**src/rtl/seg_scan_ctrl_if.sv**
```systemverilog
`default_nettype none
// ============================================================================
//  Module   : seg_scan_ctrl_if
//  Purpose  : Write-side handshake bundle for seg_scan_ctrl. The producer
//             (state/pattern logic) offers a full set of digit nibbles with
//             wr_valid; the scanner answers with wr_ready.
//  Signals  : wr_valid  - new display contents offered (master -> slave)
//             wr_ready  - scanner can accept wr_data   (slave  -> master)
//             wr_data   - 4*NUM_DIGITS bits, digit i = wr_data[4i+3:4i]
//  Revision : 1.0 - initial release
// ============================================================================
interface seg_scan_ctrl_if #(
  parameter int NUM_DIGITS = 8
);
  logic                    wr_valid;
  logic                    wr_ready;
  logic [4*NUM_DIGITS-1:0] wr_data;

  modport master (output wr_valid, output wr_data, input  wr_ready);
  modport slave  (input  wr_valid, input  wr_data, output wr_ready);
endinterface
`default_nettype wire

```
**src/rtl/seg_scan_ctrl.sv**
```systemverilog
`default_nettype none
// ============================================================================
//  Module   : seg_scan_ctrl
//  Purpose  : Time-multiplexed scan controller for a common-anode seven-segment
//             display. One digit per scan slot, each slot starting with a
//             blanking gap. New contents land in a pending register and are
//             applied only at frame boundaries so frames never tear.
//  Ports    : clk, rst_n (async, active-low), en (scan enable),
//             wr (seg_scan_ctrl_if.slave: wr_valid/wr_ready/wr_data),
//             digit_mask (per-digit enable, sampled live),
//             dim[3:0] (only with SEG_SCAN_DIM_EN),
//             AN (active-low anodes), SEG (active-low {g..a}),
//             frame_done (1-cycle pulse at the end of the last slot).
//  Options  : `define SEG_SCAN_DIM_EN adds the dim input; during DRIVE the
//             anode is then asserted only while
//             (slot_cnt - BLANK_CYCLES) mod 16 <= dim.
//  Revision : 1.0 - initial release
// ============================================================================
module seg_scan_ctrl #(
  parameter int NUM_DIGITS   = 8,
  parameter int SCAN_DIV     = 100000,
  parameter int BLANK_CYCLES = 1000
) (
  input  wire logic                  clk,
  input  wire logic                  rst_n,
  input  wire logic                  en,
  seg_scan_ctrl_if.slave             wr,
  input  wire logic [NUM_DIGITS-1:0] digit_mask,
`ifdef SEG_SCAN_DIM_EN
  input  wire logic [3:0]            dim,
`endif
  output logic      [NUM_DIGITS-1:0] AN,
  output logic      [6:0]            SEG,
  output logic                       frame_done
);

  localparam int SW = $clog2(SCAN_DIV);
  localparam int IW = $clog2(NUM_DIGITS);

  localparam logic [SW-1:0] C_SLOT_LAST  = SW'(SCAN_DIV - 1);
  localparam logic [SW-1:0] C_BLANK_LAST = SW'(BLANK_CYCLES - 1);
  localparam logic [IW-1:0] C_IDX_LAST   = IW'(NUM_DIGITS - 1);

  localparam logic [1:0] ST_IDLE  = 2'd0;
  localparam logic [1:0] ST_BLANK = 2'd1;
  localparam logic [1:0] ST_DRIVE = 2'd2;

  logic [1:0]              state_q,      state_d;
  logic [IW-1:0]           idx_q,        idx_d;
  logic [SW-1:0]           slot_cnt_q,   slot_cnt_d;
  logic [4*NUM_DIGITS-1:0] active_q,     active_d;
  logic [4*NUM_DIGITS-1:0] pending_q,    pending_d;
  logic                    pending_vld_q, pending_vld_d;
  logic [NUM_DIGITS-1:0]   an_q,         an_d;
  logic [6:0]              seg_q,        seg_d;
  logic                    frame_done_q, frame_done_d;

  logic                    w_xfer;
  logic [3:0]              w_nib;
  logic                    w_dim_on;

  function automatic logic [6:0] f_decode(input logic [3:0] nib);
    logic [6:0] seg;
    case (nib)
      4'h0: seg = 7'h40;
      4'h1: seg = 7'h79;
      4'h2: seg = 7'h24;
      4'h3: seg = 7'h30;
      4'h4: seg = 7'h19;
      4'h5: seg = 7'h12;
      4'h6: seg = 7'h02;
      4'h7: seg = 7'h78;
      4'h8: seg = 7'h00;
      4'h9: seg = 7'h10;
      4'hA: seg = 7'h08;
      4'hB: seg = 7'h03;
      4'hC: seg = 7'h46;
      4'hD: seg = 7'h21;
      4'hE: seg = 7'h06;
      default: seg = 7'h0E;
    endcase
    return seg;
  endfunction

  // The pending register is the only write target while scanning, so a full
  // pending register is exactly the "not ready" condition.
  assign wr.wr_ready = ~pending_vld_q;
  assign w_xfer      = wr.wr_valid & ~pending_vld_q;

  assign w_nib = active_q[{idx_q, 2'b00} +: 4];

`ifdef SEG_SCAN_DIM_EN
  // Offset into DRIVE phase, reduced mod 16 by the 4-bit cast.
  logic [3:0] w_drive_ofs;
  assign w_drive_ofs = 4'(32'(slot_cnt_q) - BLANK_CYCLES);
  assign w_dim_on    = (w_drive_ofs <= dim);
`else
  assign w_dim_on    = 1'b1;
`endif

  // --------------------------------------------------------------------------
  // Scheduler next-state
  // --------------------------------------------------------------------------
  always_comb begin
    state_d       = state_q;
    idx_d         = idx_q;
    slot_cnt_d    = slot_cnt_q;
    active_d      = active_q;
    pending_d     = pending_q;
    pending_vld_d = pending_vld_q;
    frame_done_d  = 1'b0;

    if (state_q == ST_IDLE) begin
      // Parked: flush anything left pending, otherwise writes go straight to
      // active. Both cannot happen at once since ready is low while pending.
      if (pending_vld_q) begin
        active_d      = pending_q;
        pending_vld_d = 1'b0;
      end else if (w_xfer) begin
        active_d = wr.wr_data;
      end
      if (en) begin
        state_d    = ST_BLANK;
        idx_d      = '0;
        slot_cnt_d = '0;
      end
    end else begin
      if (w_xfer) begin
        pending_d     = wr.wr_data;
        pending_vld_d = 1'b1;
      end

      if (!en) begin
        state_d    = ST_IDLE;
        idx_d      = '0;
        slot_cnt_d = '0;
      end else if (state_q == ST_BLANK) begin
        slot_cnt_d = slot_cnt_q + 1'b1;
        if (slot_cnt_q == C_BLANK_LAST) begin
          state_d = ST_DRIVE;
        end
      end else if (state_q == ST_DRIVE) begin
        if (slot_cnt_q == C_SLOT_LAST) begin
          slot_cnt_d = '0;
          state_d    = ST_BLANK;
          if (idx_q == C_IDX_LAST) begin
            idx_d        = '0;
            frame_done_d = 1'b1;
            // Frame boundary: the only point new content becomes visible.
            if (pending_vld_q) begin
              active_d      = pending_q;
              pending_vld_d = 1'b0;
            end
          end else begin
            idx_d = idx_q + 1'b1;
          end
        end else begin
          slot_cnt_d = slot_cnt_q + 1'b1;
        end
      end else begin
        state_d    = ST_IDLE;
        idx_d      = '0;
        slot_cnt_d = '0;
      end
    end
  end

  // --------------------------------------------------------------------------
  // Pin drive (registered). Gated by en so the display goes dark on the same
  // edge that parks the scanner.
  // --------------------------------------------------------------------------
  always_comb begin
    an_d  = '1;
    seg_d = 7'h7F;
    if (en && (state_q == ST_DRIVE)) begin
      seg_d = f_decode(w_nib);
      if (w_dim_on) begin
        an_d[idx_q] = ~digit_mask[idx_q];
      end
    end
  end

  always_ff @(posedge clk or negedge rst_n) begin
    if (!rst_n) begin
      state_q       <= ST_IDLE;
      idx_q         <= '0;
      slot_cnt_q    <= '0;
      active_q      <= '0;
      pending_q     <= '0;
      pending_vld_q <= 1'b0;
      an_q          <= '1;
      seg_q         <= 7'h7F;
      frame_done_q  <= 1'b0;
    end else begin
      state_q       <= state_d;
      idx_q         <= idx_d;
      slot_cnt_q    <= slot_cnt_d;
      active_q      <= active_d;
      pending_q     <= pending_d;
      pending_vld_q <= pending_vld_d;
      an_q          <= an_d;
      seg_q         <= seg_d;
      frame_done_q  <= frame_done_d;
    end
  end

  assign AN         = an_q;
  assign SEG        = seg_q;
  assign frame_done = frame_done_q;

endmodule
`default_nettype wire

```
**src/flat_wrapper.sv**
```systemverilog
// flat-port wrapper written by rule: the top's interface ports become plain ports
module seg_scan_ctrl_flat 
#(
  parameter int NUM_DIGITS   = 8,
  parameter int SCAN_DIV     = 100000,
  parameter int BLANK_CYCLES = 1000
)
  (clk, rst_n, en, digit_mask, AN, SEG, frame_done, wr_wr_valid, wr_wr_data, wr_wr_ready);
  seg_scan_ctrl_if #(.NUM_DIGITS(NUM_DIGITS)) wr_i ();
  input  wire logic clk;
  input  wire logic rst_n;
  input  wire logic en;
  input  wire logic [NUM_DIGITS-1:0] digit_mask;
  output logic      [NUM_DIGITS-1:0] AN;
  output logic      [6:0] SEG;
  output logic frame_done;
  input wire logic [$bits(wr_i.wr_valid)-1:0] wr_wr_valid;
  input wire logic [$bits(wr_i.wr_data)-1:0] wr_wr_data;
  output wire logic [$bits(wr_i.wr_ready)-1:0] wr_wr_ready;
  assign wr_i.wr_valid = wr_wr_valid;
  assign wr_i.wr_data = wr_wr_data;
  assign wr_wr_ready = wr_i.wr_ready;
  seg_scan_ctrl #(.NUM_DIGITS(NUM_DIGITS), .SCAN_DIV(SCAN_DIV), .BLANK_CYCLES(BLANK_CYCLES)) u_core (.clk(clk), .rst_n(rst_n), .en(en), .wr(wr_i), .digit_mask(digit_mask), .AN(AN), .SEG(SEG), .frame_done(frame_done));
endmodule
```
**config.mk**
```make
export PLATFORM = sky130hd
export DESIGN_NAME = seg_scan_ctrl_flat
export DESIGN_NICKNAME = d
export VERILOG_FILES = /design/src/rtl/seg_scan_ctrl_if.sv /design/src/rtl/seg_scan_ctrl.sv /design/src/flat_wrapper.sv
export SDC_FILE = /design/constraint.sdc
export NUM_CORES = 1
export LEC_CHECK = 0
export BUFFER_PORTS_ARGS = -buffer_cell sky130_fd_sc_hd__clkbuf_2
export CORE_ASPECT_RATIO = 0.75
export CORE_MARGIN = 2
export CORE_UTILIZATION = 55
export DETAILED_ROUTE_END_ITERATION = 12
export PLACE_DENSITY_LB_ADDON = 0.1
export SETUP_SLACK_MARGIN = 0.05
export SLEW_MARGIN = 10
export SYNTH_ARGS = -nofsm -noshare
export SYNTH_HDL_FRONTEND = slang
export SYNTH_SLANG_ARGS = --single-unit
```
**constraint.sdc**
```tcl
create_clock -name clk -period 3.54 [get_ports clk]
set_input_delay 1.062 -clock clk [delete_from_list [all_inputs] [get_ports clk]]
set_output_delay 1.062 -clock clk [all_outputs]
set_load 0.02 [all_outputs]
```
Word-level counts from Yosys, hierarchy flattened:

Memory sizes are Yosys's and may differ from the RTL's.
Index checks and enable logic that the tools add are counted.

* register bits: 103
* bits in read-only memories: 112
* input bits: 44
* output and inout bits: 17
* logic and storage cells: 94
* memories kept: 1

* $add $sub $neg: 2
* magnitude comparators: 2
* eq/ne operators: 11
* shifts and indexed selects: 1
* muxes and demuxes: 49
* bitwise gates (word level): 6
* reduce and logical (&&, ||, !) cells: 13

Memories
* (no name shown): depth 16, width 7, rd ports 1, clocked after memory_dff 0, wr ports 0, RTL line seg_scan_ctrl.sv:64 `case (nib)`

Operators with widths (number)
* 2-to-1 mux 32 bit: 9
* 2-to-1 mux 17 bit: 6
* variable part select 32 x 6 -> 4 bit: 1
* 2-to-1 mux 3 bit: 7
* adder 17 x 1 -> 17 bit (second input constant): 1
* equality test 17 x 10 -> 1 bit (second input constant): 1
* equality test 17 bit (second input constant): 1
* 2-to-1 mux 1 bit: 16
* 2-to-1 mux 2 bit: 7
* nonzero test 2 bit: 6
* 2-to-1 mux 8 bit: 1
* inequality test 4 x 3 -> 1 bit (second input constant): 2
* NOT 8 bit: 1
* OR 8 bit: 1
* 2-to-1 mux 7 bit: 1
* AND reduction 7 bit: 1
* AND reduction 3 bit: 2
* inequality test 5 x 3 -> 1 bit (second input constant): 1
* less-than comparator 3 x 4 -> 1 bit (second input constant): 1
* adder 3 x 1 -> 3 bit (second input constant): 1
* binary-select mux 1 bit (select 3 bit): 1
* demux 1 bit (select 3 bit): 1
* equality test 3 bit (second input constant): 1
* >= comparator 3 x 1 -> 1 bit (second input constant): 1
* other kinds (10): 13

Depth between registers and ports, before layout:

* depth in word-level cells: 10
* depth in mapped cells: 9
* depth with buffers taken out: 8

Worst setup path after synthesis:

OpenSTA, ideal clock, no wires.

* kind: register to register
* start: register u_core.slot_cnt_q[13]
* end: register u_core.active_q[13]
* library setup time: 0.073 ns
* arrival: 2.624 ns
* data required time: 3.467 ns
* setup slack: 0.843 ns
* stages on the path, launching flop included: 8
* buffers on the path: 2
* clock period less this slack: 2.697 ns
* cell sequence: dfrtp_1 > or4_4 > or4_4 > buf_6 > a2111oi_4 > buf_6 > nor2_2 > a21oi_2

* longest elaborated chain between the ends: 3

RTL lines
* from (decl): RTL line seg_scan_ctrl.sv:50 `logic [SW-1:0] slot_cnt_q, slot_cnt_d;`
* from (signal assigned): RTL line seg_scan_ctrl.sv:197 `slot_cnt_q <= slot_cnt_d;`
* equality test 17 bit: RTL line seg_scan_ctrl.sv:143 `if (slot_cnt_q == C_SLOT_LAST) begin`
* nonzero test 2 bit (no line)
* AND reduction 7 bit (no line)
* to (signal assigned): RTL line seg_scan_ctrl.sv:198 `active_q <= active_d;`
* to (decl): RTL line seg_scan_ctrl.sv:51 `logic [4*NUM_DIGITS-1:0] active_q, active_d;`

No other way between the ends.
A chain may end at the register's enable or synchronous reset.

Worst setup path in the final report:

* start: register u_core.idx_q[1]
* end: register u_core.seg_q[3], in the netlist u_core.SEG[3]

* longest elaborated chain between the ends: 3

RTL lines
* from (decl): RTL line seg_scan_ctrl.sv:49 `logic [IW-1:0] idx_q, idx_d;`
* from (signal assigned): RTL line seg_scan_ctrl.sv:196 `idx_q <= idx_d;`
* variable part select 32 x 6 -> 4 bit: RTL line seg_scan_ctrl.sv:90 `assign w_nib = active_q[{idx_q, 2'b00} +: 4];`
* memory read (16 x 7 bit)
* 2-to-1 mux 7 bit: RTL line seg_scan_ctrl.sv:175 `if (en && (state_q == ST_DRIVE)) begin`
* named net u_core.seg_d[3]: RTL line seg_scan_ctrl.sv:55 `logic [6:0] seg_q, seg_d;`
* to (signal assigned): RTL line seg_scan_ctrl.sv:202 `seg_q <= seg_d;`
* to (decl): RTL line seg_scan_ctrl.sv:55

The timed path passes the listed nets, and every way through them passes these cells.

==> flow_metrics.tcl <==
set metrics [dict create \
    finalWirelength_um 11000 \
    place_hpwl_um 7720 \
    rows 30 \
    critPathRequiredTime_ns 3.79 \
    drt.antenna.violating_nets 0 \
    setup_violations 0 \
    drtIter0Drc 210 \
    hold_violations 0 \
    core_area_um2 9160 \
    multi_input_comb_area_um2 2450 \
    drive_gt1_share_pct 35.5 \
    p_per_area_nw_per_um2 844 \
    status "completed" \
    path_delay_family "compound AO/OA/AOI/OAI gates" \
    cts_tree "done" \
    tns_ns 0 \
    drc_errors 0 \
    swShare_pct 36.5 \
    holdBufCountCts 0 \
    viasPerCell 5.68 \
    cp_slowest_cell "dfrtp_1" \
    io_buffers 60 \
    rsz0062_at_grt "no" \
    timing.slew.headroom_pct 41.7 \
    design_area_um2 5960 \
    cts_root_buf "clkbuf_16" \
    min_period_over_period_pct 80.1 \
    crit_fanout 21 \
    postCtsSetupBuffers 0 \
    grt_pass1_vias 3430 \
    max_stage_delay_ns 0.86 \
    cts_sinks 103 \
    yosys_most_used_dff "dfrtp_1" \
    ys_warn_count 0 \
    fillers 779 \
    post-place-cells 636 \
    dr.pass1.iters 5 \
    clock_skew_ns 0.00758 \
    arrival_ns 3.08 \
    ios 61 \
    pwr-share-seq_pct 38.0 \
    worst_pin_slew_ns 0.867 \
    ir_worst_vdd_mv 0.578 \
    p_leak_nw 2.49 \
    cts_made_buffers 9 \
    synth-async-reset-ratio_pct 100 \
    antenna_found_initial 0 \
    hold_class "flip-flop to flip-flop" \
    num_vias 3704 \
    start_kind "flip-flop" \
    syn_nets 521 \
    wl_per_cell_um 16.8 \
    synth-seq-area-share_pct 49.5 \
    antenna_cells 0 \
    crit_chain "mux2_2 > a221oi_1 > o22a_1 > inv_1 > ha_1 > nor2b_1 > a211oi_1 > o21ai_0" \
    seq_area_um2 2600 \
    crit_buf_inv 1 \
    p_sw_mw 1.83 \
    die-area_um2 10300 \
    slew_violations 0 \
    netlist_area_um2 5240 \
    pwr-share-comb_pct 40.9 \
    htreeDepth 3 \
    start_util_pct 57.2 \
    grt_max_degree 65 \
    crit_path_end_kind "flip-flop" \
    period_needed_ns 2.84 \
    grt-ovfl-total 0 \
    fin_cells 652 \
    pwr-share-clk_pct 21.1 \
    grt_usage_pct 22.7 \
    layout.nets 573 \
    die_h_um 88.6 \
    insertion_delay_ns 0.34 \
    area_delta_synth_final_pct 13.7 \
    fp.dieW_um 117 \
    synth-edff-count 0 \
    power_mw 5.03 \
    cts_resized 0 \
    grt_pass1_wl_um 17700 \
    synth_area_per_cell_um2 11.2 \
    dpl_cell_area_um2 5630 \
    cts_max_path_buffers 2 \
    internal-power_mw 3.20 \
    synth_cells 467 \
    routabilityCongestion 0.845 \
    crit_type "flip-flop to flip-flop" \
    yosysUniqueCellTypes 47 \
    clk_pin_slew_ns 0.07 \
    fmax_mhz 353 \
    cap_viol_max_count 0 \
    ys_ff_latch 103 \
]
==> flip-flops by register name, summed over array words and instances (netlist names) <==
signal / flops
u_core.AN: 8
u_core.pending_q: 32
u_core.idx_q: 3
u_core.pending_vld_q: 1
u_core.slot_cnt_q: 17
u_core.state_q: 2
u_core.frame_done: 1
u_core.SEG: 7
u_core.active_q: 32
==> through the flow <==
| step | worst slack [ns] | util, % | hold WS, ns |
|---|---|---|---|
| floorplan | 0.843 | - | 0.480 |
| global placement | 0.809 | 61.5 | 0.488 |
| detailed placement | 0.711 | 61.5 | 0.494 |
| CTS | 0.682 | 65.1 | 0.509 |
| global route | 0.408 | 65.1 | 0.518 |
| finish | 0.704 | 65.1 | 0.505 |
==> synthesized netlist by cell type, types with 12 or more instances <==
cell	n	area [µm²]
a31oi_1	14	87.6
a21oi_2	28	245
clkbuf_1	16	60.1
nand2_1	24	90.1
dfstp_2	15	394
nor2_1	35	131
mux2_2	37	417
a21oi_1	26	130
nand3_1	16	80.1
inv_1	12	45.0
mux2i_1	40	400
dfrtp_1	88	2200
==> power by group through the flow <==
stage,clock (mW),sequential (mW),combinational (mW)
2_1_floorplan,0,1.82,1.72
3_3_place_gp,0,1.90,2.01
3_5_place_dp,0,1.92,2.07
4_1_cts,1.09,1.90,2.08
5_1_grt,1.14,1.96,2.27
6_report,1.06,1.91,2.06
==> area by class of cell <==
cell class,instances,share of cell area [%]
Multi-Input combinational cell,324,41.1
Inverter,12,0.756
Timing Repair Buffer,69,6.43
Tap cell,128,2.69
Sequential cell,103,43.6
Clock inverter,3,1.09
Clock buffer,13,4.37
==> placed cells by master (no fill, tap or decap), drive strengths merged, types with 2 or more instances in the layout <==
cell | Yosys | layout
or4 | 2 | 2
a31oi | 14 | 14
a22o | 2 | 2
a221oi | 2 | 2
nand3 | 16 | 16
nor2b | 5 | 5
or2 | 4 | 4
dfstp | 15 | 15
clkbuf | 16 | 72
nor3 | 5 | 5
mux2 | 37 | 37
buf | 12 | 10
nor3b | 3 | 3
a21oi | 54 | 54
mux4 | 5 | 5
ha | 10 | 10
nor4 | 3 | 3
or3 | 7 | 7
inv | 12 | 12
dfrtp | 88 | 88
a211oi | 4 | 4
o22a | 2 | 2
and2 | 2 | 2
nand2 | 24 | 24
nor2 | 45 | 45
o21ai | 11 | 11
bufinv | 0 | 2
mux2i | 40 | 40
and3 | 5 | 5
o221ai | 2 | 2
nand4 | 6 | 6
==> cells by family (layout without fill, tap and decap cells) <==
logic type	Yosys count	in the layout	synth area share, %
compound gates	100	100	13.5
buf+inv	40	97	3.87
flops	103	103	49.5
mux	82	82	17.7
simple gates	132	132	13.0
fa+ha+maj	10	10	2.39
==> metal layers <==
layer	up-vias	part of all wire (%)	global-route usage, %	wire (µm)
met3	10	5.7	5.75	628
met2	108	45	33.9	4890
li1	1795	-	-	-
met4	0	0.89	6.20	98
met1	1791	49	33.2	5360
met5	-	0	0	0
==> worst paths after layout <==
| check | startpoint | endpoint | slack, ns | cells after the start |
|---|---|---|---|---|
| worst min register to register | u_core.pending_q[12]$_DFFE_PN0P_ | u_core.pending_q[12]$_DFFE_PN0P_ | 0.50 | 1 |
| worst min-delay path | u_core.pending_q[12]$_DFFE_PN0P_ | u_core.pending_q[12]$_DFFE_PN0P_ | 0.50 | 1 |
| max in group asynchronous | rst_n | u_core.AN[2]$_DFF_PN1_ | 2.04 | 2 |
| worst max-delay path | u_core.idx_q[1]$_DFFE_PN0P_ | u_core.SEG[3]$_DFF_PN1_ | 0.70 | 8 |
| min in group asynchronous | rst_n | u_core.slot_cnt_q[11]$_DFFE_PN0P_ | 0.71 | 1 |
| worst max register to register | u_core.idx_q[1]$_DFFE_PN0P_ | u_core.SEG[3]$_DFF_PN1_ | 0.70 | 8 |
No activity file was read; power rests on OpenSTA's default activity.
